[src/rtl/espi_mux_sel_ctl.sv]
// espi_mux_sel_ctl
// Multi-channel eSPI / strap mux select controller. Each channel synchronises
// one platform reset input, qualifies each edge against the 1 us tick with an
// independent assert/deassert delay, and drives a registered mux select with a
// firmware override and a one-clock change strobe.

module espi_mux_sel_ctl #(
    parameter int CHANNELS     = 2,
    parameter int CNT_BITS     = 8,
    parameter int ASSERT_DLY   = 2,
    parameter int DEASSERT_DLY = 0
) (
    input  logic                iClk,
    input  logic                iRst_n,
    input  logic                i1uSCE,
    input  logic [CHANNELS-1:0] iSignal,
    input  logic [CHANNELS-1:0] iForceEn,
    input  logic [CHANNELS-1:0] iForceVal,
    output logic [CHANNELS-1:0] oSel,
    output logic [CHANNELS-1:0] oSelChange,
    output logic [CHANNELS-1:0] oQualBusy
);

    localparam int CNT_MAX = (1 << CNT_BITS) - 1;

    // Terminal counter values: the edge qualifies on the tick that would bring
    // the count to DLY, i.e. while the counter still holds DLY-1.
    localparam logic [CNT_BITS-1:0] ASSERT_LAST   = CNT_BITS'((ASSERT_DLY   > 0) ? ASSERT_DLY   - 1 : 0);
    localparam logic [CNT_BITS-1:0] DEASSERT_LAST = CNT_BITS'((DEASSERT_DLY > 0) ? DEASSERT_DLY - 1 : 0);
    localparam logic [CNT_BITS-1:0] CNT_SAT       = '1;

    // Refuse to build with parameters the counter cannot represent.
    if (CHANNELS < 1 || CHANNELS > 8) begin : g_bad_channels
        $error("espi_mux_sel_ctl: CHANNELS must be in 1..8");
    end
    if (CNT_BITS < 1 || CNT_BITS > 30) begin : g_bad_cnt_bits
        $error("espi_mux_sel_ctl: CNT_BITS must be in 1..30");
    end
    if (ASSERT_DLY < 0 || ASSERT_DLY > CNT_MAX) begin : g_bad_assert_dly
        $error("espi_mux_sel_ctl: ASSERT_DLY exceeds 2^CNT_BITS-1");
    end
    if (DEASSERT_DLY < 0 || DEASSERT_DLY > CNT_MAX) begin : g_bad_deassert_dly
        $error("espi_mux_sel_ctl: DEASSERT_DLY exceeds 2^CNT_BITS-1");
    end

    typedef enum logic [1:0] {
        IDLE_LOW    = 2'd0,
        QUAL_HIGH   = 2'd1,
        ACTIVE_HIGH = 2'd2,
        QUAL_LOW    = 2'd3
    } state_t;

    // Counter increment that holds at full scale instead of wrapping.
    function automatic logic [CNT_BITS-1:0] sat_inc(input logic [CNT_BITS-1:0] v);
        return (v == CNT_SAT) ? v : v + CNT_BITS'(1);
    endfunction

    for (genvar c = 0; c < CHANNELS; c++) begin : g_ch

        logic                sync1_q;
        logic                sync2_q;
        state_t              state_q;
        state_t              state_d;
        logic [CNT_BITS-1:0] cnt_q;
        logic [CNT_BITS-1:0] cnt_d;
        logic                sel_q;
        logic                sel_d;
        logic                chg_q;
        logic                busy_q;
        logic                busy_d;
        logic                fsm_val_d;

        // Two-flop synchroniser bringing the asynchronous input into iClk.
        always_ff @(posedge iClk or negedge iRst_n) begin
            if (!iRst_n) begin
                sync1_q <= 1'b0;
                sync2_q <= 1'b0;
            end else begin
                sync1_q <= iSignal[c];
                sync2_q <= sync1_q;
            end
        end

        // Next-state and next-output decode for the qualification FSM.
        always_comb begin
            state_d = state_q;
            cnt_d   = cnt_q;
            case (state_q)
                IDLE_LOW: begin
                    if (sync2_q) begin
                        if (ASSERT_DLY == 0) begin
                            state_d = ACTIVE_HIGH;
                        end else begin
                            state_d = QUAL_HIGH;
                        end
                        cnt_d = '0;
                    end
                end
                QUAL_HIGH: begin
                    if (!sync2_q) begin
                        // Input dropped before the window closed: glitch.
                        state_d = IDLE_LOW;
                        cnt_d   = '0;
                    end else if (i1uSCE) begin
                        if (cnt_q == ASSERT_LAST) begin
                            state_d = ACTIVE_HIGH;
                            cnt_d   = '0;
                        end else begin
                            cnt_d = sat_inc(cnt_q);
                        end
                    end
                end
                ACTIVE_HIGH: begin
                    if (!sync2_q) begin
                        if (DEASSERT_DLY == 0) begin
                            state_d = IDLE_LOW;
                        end else begin
                            state_d = QUAL_LOW;
                        end
                        cnt_d = '0;
                    end
                end
                QUAL_LOW: begin
                    if (sync2_q) begin
                        state_d = ACTIVE_HIGH;
                        cnt_d   = '0;
                    end else if (i1uSCE) begin
                        if (cnt_q == DEASSERT_LAST) begin
                            state_d = IDLE_LOW;
                            cnt_d   = '0;
                        end else begin
                            cnt_d = sat_inc(cnt_q);
                        end
                    end
                end
                default: begin
                    state_d = IDLE_LOW;
                    cnt_d   = '0;
                end
            endcase

            // The select follows the FSM's view of the line; a pending
            // deassert keeps it high until the low is qualified.
            fsm_val_d = (state_d == ACTIVE_HIGH) || (state_d == QUAL_LOW);
            busy_d    = (state_d == QUAL_HIGH)   || (state_d == QUAL_LOW);
            // The override only masks the output; the FSM keeps tracking so
            // releasing it lands on the current qualified value directly.
            sel_d     = iForceEn[c] ? iForceVal[c] : fsm_val_d;
        end

        // FSM state, counter and registered outputs share one clock edge.
        always_ff @(posedge iClk or negedge iRst_n) begin
            if (!iRst_n) begin
                state_q <= IDLE_LOW;
                cnt_q   <= '0;
                sel_q   <= 1'b0;
                chg_q   <= 1'b0;
                busy_q  <= 1'b0;
            end else begin
                state_q <= state_d;
                cnt_q   <= cnt_d;
                sel_q   <= sel_d;
                chg_q   <= (sel_d != sel_q);
                busy_q  <= busy_d;
            end
        end

        assign oSel[c]       = sel_q;
        assign oSelChange[c] = chg_q;
        assign oQualBusy[c]  = busy_q;
    end

endmodule

[config.mk]
export PLATFORM = sky130hd
export DESIGN_NAME = espi_mux_sel_ctl
export DESIGN_NICKNAME = d
export VERILOG_FILES = /design/src/rtl/espi_mux_sel_ctl.sv
export SDC_FILE = /design/constraint.sdc
export NUM_CORES = 1
export LEC_CHECK = 0
export ABC_AREA = 1
export CORE_MARGIN = 5
export CORE_UTILIZATION = 59
export DETAILED_ROUTE_END_ITERATION = 8
export PLACE_DENSITY = 0.81
export RECOVER_POWER = 100
export SETUP_SLACK_MARGIN = 0.2
export SLEW_MARGIN = 15
export SYNTH_ARGS = -nofsm -noshare
export SYNTH_HDL_FRONTEND = slang
export SYNTH_SLANG_ARGS = --single-unit
[constraint.sdc]
create_clock -name iClk -period 4.13 [get_ports iClk]
set_input_delay 0.826 -clock iClk [delete_from_list [all_inputs] [get_ports iClk]]
set_output_delay 0.826 -clock iClk [all_outputs]
set_load 0.02 [all_outputs]
* Yosys cells after proc, flatten, opt, wreduce, memory -nomap -nowiden *
Cells that the tools add are included.
Widths: inputs -> output; s select.

word-level totals
  input bits = 9
  output and inout bits = 6
  word-level logic and storage cells = 92
  register bits after elaboration = 30

cells by class
  eq/ne operators = 26
  $add $sub $neg = 2
  multiplexer cells = 40
  reduce and logical (&&, ||, !) cells = 10

operators with widths
  operator             number
  $mux 8               18
  $pmux 8 s4           2
  $mux 2               16
  $add 8x1->8 const B  2
  $eq 2x2->1 const B   8
  $eq 8x1->1 const B   2
  $eq 8x8->1 const B   2
  $logic_not 8->1      2
  $pmux 2 s4           2
  $ne 3x3->1 const B   4
  $eq 2x1->1 const B   4
  $ne 2x2->1 const B   4
  $reduce_and 4->1     2
  $logic_not 2->1      2
  $logic_or 1x1->1     4
  $mux 1               2
  $ne 1x1->1           2

* Depth between registers and ports, before layout *
Gate-level depths: netlist (run 1).

  depth in word-level cells = 9
  depth in mapped cells = 11
  mapped depth without buffers = 11

* Least setup slack after synthesis (run 1) *
Ideal clock, no wire load.

  path kind = input -> register
  start point = in i1uSCE
  end point = reg g_ch[1].cnt_q[1]
  stages = 6
  buffers on the path = 1
  setup slack = 2421 ps
  library setup time = 122 ps
  required time = 4008 ps
  data arrival time = 1587 ps
  cell sequence = buf_2 -> inv_1 -> a21oi_4 -> nand2_2 -> o21ai_1 -> a21oi_1

on the way
  cells in the longest elaborated chain, start to end = 2
  elaborated cells between the ends (all ways) = 3
  those cells by class = 2 x eq/ne; 1 x reduce/logical

ends and longest elaborated chain
  item                          RTL line  text
  from (decl)                   15        input logic i1uSCE,
  $ne 3x3->1 (no line)          n/a
  $reduce_and 4->1 (no line) *  n/a
  to (signal assigned)          161       cnt_q <= cnt_d;
  to (decl)                     64        logic [CNT_BITS-1:0] cnt_q;

Every way passes the cells marked *; elsewhere a longest branch is shown, timed or not.
A chain may end at the register's enable or synchronous reset.

* Worst setup path in the final report (run 1) *
  start point = in i1uSCE
  end point = reg g_ch[0].cnt_q[2]

on the way
  cells in the longest elaborated chain, start to end = 2
  elaborated cells between the ends (all ways) = 3
  those cells by class = 2 x eq/ne; 1 x reduce/logical

ends and longest elaborated chain
  item                          RTL line
  $ne 3x3->1 (no line)          n/a
  $reduce_and 4->1 (no line) *  n/a
  to (signal assigned)          161
  to (decl)                     64

Marks and branches as above.

==> results of run 1 <==
-- registers in the layout (all words and copies together) (netlist names) --
| name | cells |
|---|---|
| g_ch.cnt_q | 16 |
| g_ch.state_q | 4 |
| g_ch.busy_q | 2 |
| g_ch.chg_q | 2 |
| g_ch.sel_q | 2 |
| g_ch.sync1_q | 2 |
| g_ch.sync2_q | 2 |
-- logic make-up (layout without fill, tap and decap cells) --
family | after synthesis | after routing | share of synthesized area [%]
adders and majority gates | 6 | 6 | 3.95
xor gates and xnor gates | 3 | 3 | 1.38
and+or+nand+nor | 142 | 142 | 34.9
buffers and inverters | 46 | 62 | 10.5
DFF | 30 | 30 | 39.5
AOI/OAI and AO/OA | 30 | 30 | 9.80
-- final timing paths --
kind	endpoint	slack [ps]	depth (start not counted)
min in group asynchronous	g_ch[1].cnt_q[7]	1400	2
worst min register to register	g_ch[1].sync2_q	360	0
worst max register to register	g_ch[0].cnt_q[2]	1910	9
worst min-delay path	g_ch[1].sync2_q	360	0
max in group asynchronous	g_ch[1].chg_q	1820	2
worst max-delay path	g_ch[0].cnt_q[2]	1310	8
-- power by group --
part | total (W) | leakage, nW | switching (W) | internal [W]
Clock | 0.000216 | 0.0446 | 0.0000996 | 0.000116
Combinational | 0.000422 | 0.632 | 0.000274 | 0.000148
Sequential | 0.000398 | 0.390 | 0.0000473 | 0.000350
-- layout make-up --
type	instances	area, um^2	area share [%]
Inverter	39	148	7.07
Timing Repair Buffer	15	144	6.89
Clock buffer	8	78.8	3.77
Tap cell	44	55.1	2.63
Multi-Input combinational cell	181	913	43.7
Sequential cell	30	751	35.9
-- cell usage in the layout (no fill, tap or decap), drive strengths merged, types with 3 or more instances in the layout --
master         count
ha                 6
xor2               3
inv               36
nor3               3
dlygate4sd3       10
nand3             30
dfrtp             30
clkdlybuf4s50      4
or2                4
o21ai             17
clkbuf             9
nand2             71
a21oi              8
nor2              32
-- routing by layer --
metal / wire length (um) / share of wire, %
met1: 1680 / 50
met2: 1470 / 44
met3: 177 / 5.3
met4: 43 / 1.3
met5: 0 / 0
-- worst max-delay path, delay by kind of cell --
kind,cells,cell delay [ps]
compound gates,2,140
buf+inv,3,1250
simple gates,3,810
-- per-stage QoR --
stage / area, um^2 / setup slack (ps) / hold WS [ps] / power (W) / cells
after floorplan: 1900 / 2420 / 331 / 0.000783 / 257
after global placement: 2050 / 1780 / 333 / 0.000868 / 309
after detailed placement: 2050 / 1750 / 340 / 0.000876 / 309
after CTS: 2130 / 1970 / 361 / 0.00110 / 317
after global routing: 2090 / 1170 / 386 / 0.00114 / 317
final: 2090 / 1310 / 357 / 0.00104 / 317
==> out/qor.txt, run 1 <==
Status: finished with violations
Failing checks: max-capacitance violations, max-slew violations
CP dominant cell by count: nor2_1
Total Neg Setup Slack: 0 ps
Post-Synthesis Cells: 257
Top post-synthesis cells by area: dfrtp_1 (39%), nand2_1 (12%), nand3_1 (6.8%), inv_1 (6.1%), nor2_1 (5.1%)
I/O Buffers: 14
Grt met2 use: 26.4%
Site row count: 20
Starting density of the core: 61.8%
Clock skew: 7.62 ps
Met1 track demand over resource: 25.7%
Final ANT Viol Nets: 0
Final setup vio count: 0
CTS tree: yes
Core Area: 0.00308 mm^2
Clock root cell: clkbuf_4
Number of synthesized flops with an enable pin: 0
Flop and latch count out of synthesis: 30
First DRT Iteration DRCs: 101
PwrDens: 496 mW/mm^2
Synth warnings: 0
Drt drc: 0
GP Congestion: 0.895
Main synth FF type: dfrtp_1
Synth unique cells: 31
DR vias/cell: 5.05
Worst Max-Slew Pin Slew: 1550 ps
Max-Cap Viols: 1
Antenna diode count: 0
RSZ-0062 raised after global routing: false
Clk Latency, worst-skew pair: 330 ps
Critical Path Fanout Max: 9
Die Y: 66.8 um
Critical-path cell list: dlygate4sd3_1 > a21oi_4 > nor2_1 > clkinvlp_2 > nor2_1 > clkinv_1 > o21ai_0 > nor2_1
Maximum VDD drop: 0.331 mV
H-tree depth: 2
Critical path's largest stage delay: 760 ps
Sequential share of the synthesized area: 39.5%
Total number of vias: 1600
Mapped cell area: 0.00190 mm^2
Worst hold path type: reg -> reg
Vias in the first global route: 1480
Post-CTS Resized: 0
Drt wl/cell: 10.6 um
Busiest grt layer: met2
Syn nets: 272
Gr ovfl total: 0
Pre-antenna DRT Iters: 4
Fin util: 67.9%
Min Tclk post-route: 2820 ps
Max Clk Rate: 355 MHz
CTS clk-pin slew, worst paths: 90 ps
Worst Setup Start Kind: primary input
Clock tree sinks: 30
Crit. Startpoint: i1uSCE
Hold_sp: g_ch[1].sync1_q
Critical path data arrival time: 3030 ps
Yosys top cell area share: 39.5%
WL final: 3360 um
Crit end category: flop
Area Overhead vs Synth: 9.87%
Yosys top cell by area: dfrtp_1
Worst EP required: 4350 ps
Asr flop ratio synth: 100%
Largest net degree at the start of global routing: 31
Die Width: 66.8 um
TritonCTS Buffers: 5
Reg-to-Reg Start: g_ch[0].state_q[1]
Die ar.: 0.00446 mm^2
Leakage: 1.07 nW
Dpl hpwl: 2520 um
Number of top-level pins: 15
Slowest stage cell on the critical path: dlygate4sd3_1
Nets: 287
Relative slew margins: -3.54%
Period utilization: 68.2%
First-pass GRT wire length: 6290 um
Avg Cell Area, Syn: 7.40 um^2
Final Hold Viols: 0
Commonest cells in the netlist: nand2_1 (63), inv_1 (31), dfrtp_1 (30)
Initial antenna violation count: 0
Number of hold buffers added after CTS: 0
Top-count cell post-synth: nand2_1
Final Slew Violations: 31
Total global-route track usage: 18.6%
Post-CTS setup buffer count: 0
Critical path type: in -> reg
Clk buf depth: 2
M3 GR Usage: 6.91%
Fillers: 261
Share of cells above drive strength 1: 12.1%
Note: power is estimated with default switching activity, not from simulation.
==> inputs of run 2 (changes only) <==
CORE_UTILIZATION = 52   (was 59)
PLACE_DENSITY = 0.75   (was 0.81)
clock period = 2.46 ns   (was 4.13 ns; I/O delays follow)
==> run 2 against run 1 <==
Net effect: the flow now finishes without violations; first-iteration DRC count shrank 28%; die area up 11%; register-to-register slack worse by 1200 ps; core utilization fell by 9.3 points; flip-flop and latch count did not move; via count down 0.69%; sequential share of layout area is 0.38 points lower.
==> out/qor.txt, run 2 (synthesis gave the netlist of run 1 again) <==
Max FFs per register: 16 (unchanged)
H-tree depth: 2 (unchanged)
Final Cell Area: 0.00211 mm^2 (+1.1%)
Number of hold buffers added after CTS: 0 (unchanged)
Relative slew margins: 75.3% (+79 points)
Starting density of the core: 52.7% (-9.0 points)
Gr ovfl total: 0 (unchanged)
Top Registers: g_ch.cnt_q x16, g_ch.state_q x4
Critical Path Fanout Max: 9 (unchanged)
Status: finished clean
Post-CTS setup buffer count: 0 (unchanged)
Critical path data arrival time: 2030 ps (-1000 ps)
Total number of vias: 1589 (-0.69%)
Total Neg Setup Slack: 0 ps (unchanged)
Worst Max-Slew Pin Slew: 371 ps (-1180 ps)
Fillers: 335 (+28%)
PwrDens: 848 mW/mm^2 (+71%)
DR vias/cell: 4.97 (-1.6%)
GP Congestion: 0.850 (-5.0%)
Critical path type: in -> reg
Pre-antenna DRT Iters: 5 (+1)
Most frequent cells in the layout: nand2_1 (65), inv_1 (31), dfrtp_1 (30), nand3_1 (28), nor2_1 (27)
Max-Cap Viols: 0 (-1)
Clock skew: 1.92 ps (-5.70 ps)
Die ar.: 0.00497 mm^2 (+11%)
Share of cells above drive strength 1: 12.1% (+0.044 points)
Final setup vio count: 0 (unchanged)
Drt drc: 0 (unchanged)
Final Slew Violations: 0 (-100%)
Area Overhead vs Synth: 11.1%
Largest reg by FF count: g_ch.cnt_q
Clock root cell: clkbuf_8
Worst EP required: 2620 ps (-1730 ps)
Cell Area, Placed: 0.00206 mm^2 (+0.24%)
Final Hold Viols: 0 (unchanged)
Die Y: 70.5 um (+5.5%)
CTS tree: yes
Maximum VDD drop: 0.531 mV (+60%)
Post-CTS Resized: 0 (unchanged)
Most common cell after layout, fill and taps aside: nand2_1
CTS clk-pin slew, worst paths: 60 ps (-30 ps)
Clock tree sinks: 30 (unchanged)
Min Tclk post-route: 1870 ps
Clk Latency, worst-skew pair: 280 ps (-50 ps)
Antenna diode count: 0 (unchanged)
I/O Buffers: 14 (unchanged)
Site row count: 22 (+10%)
Worst hold path type: reg -> reg
Worst Setup Start Kind: primary input
Largest net degree at the start of global routing: 31 (unchanged)
First-pass GRT wire length: 6260 um (-0.54%)
Nets: 287 (unchanged)
Clk buf depth: 2 (unchanged)
Total global-route track usage: 15.5% (-3.2 points)
WL final: 3400 um (+1.1%)
Final ANT Viol Nets: 0 (unchanged)
Max Clk Rate: 535 MHz
Core Area: 0.00361 mm^2 (+17%)
First DRT Iteration DRCs: 73 (-28%)
RSZ-0062 raised after global routing: false
Number of top-level pins: 15 (unchanged)
Die Width: 70.5 um (+5.5%)
TritonCTS Buffers: 5 (unchanged)
Period utilization: 76.0%
Dpl hpwl: 2560 um (+1.4%)
Initial antenna violation count: 0 (unchanged)
Leakage: 1.08 nW (+1.7%)
Crit end category: flop
Drt wl/cell: 10.6 um (+0.12%)
Vias in the first global route: 1446 (-2.3%)
## run 2: cell type report
type / count / area, um^2 / area share (%)
multi-input combinational: 181 / 926 / 43.8
sequential: 30 / 751 / 35.5
inverter: 39 / 149 / 7.05
tap: 48 / 60.1 / 2.84
clock inverter: 2 / 10.0 / 0.474
timing repair buffer: 15 / 148 / 6.99
clock buffer: 5 / 68.8 / 3.26
## run 2: critical path: stages
cell	delay [ps]
dlygate4sd3_1	750
inv_1	160
a21oi_4	280
nand3_1	180
a21boi_0	170
## run 2: worst paths after layout
path / end / cells after the start / slack, ps / start
worst max register to register: g_ch[0].cnt_q[1] / 10 / 670 / g_ch[0].cnt_q[0]
worst min register to register: g_ch[1].sync2_q / 0 / 350 / g_ch[1].sync1_q
worst max-delay path: g_ch[1].cnt_q[0] / 5 / 590 / i1uSCE
min in group asynchronous: g_ch[0].chg_q / 2 / 660 / iRst_n
worst min-delay path: g_ch[1].sync2_q / 0 / 350 / g_ch[1].sync1_q
max in group asynchronous: g_ch[1].cnt_q[6] / 2 / 1530 / iRst_n
## run 2: layer usage
| layer | vias up | share of wire, % | GRT usage, % |
|---|---|---|---|
| met5 | - | 0 | 0 |
| met4 | 0 | 1.6 | 5.11 |
| met3 | 6 | 3.5 | 4.75 |
| met2 | 22 | 43 | 22.1 |
| met1 | 727 | 52 | 22.0 |
| li1 | 834 | - | - |
## run 2: report_power, final
part           total (W)  switching [W]  internal (W)
Combinational   0.000757       0.000487      0.000269
Sequential      0.000669      0.0000793      0.000590
Clock           0.000366       0.000177      0.000189
## run 2: per-stage QoR
step	std cells	setup slack, ps	power [W]	util (%)	hold WS, ps
floorplan	257	1050	0.00131	-	196
global placement	313	446	0.00146	57.1	333
detailed placement	313	428	0.00148	57.1	338
CTS	320	696	0.00185	59.3	352
global route	320	450	0.00196	58.6	369
finish	320	590	0.00179	58.6	349
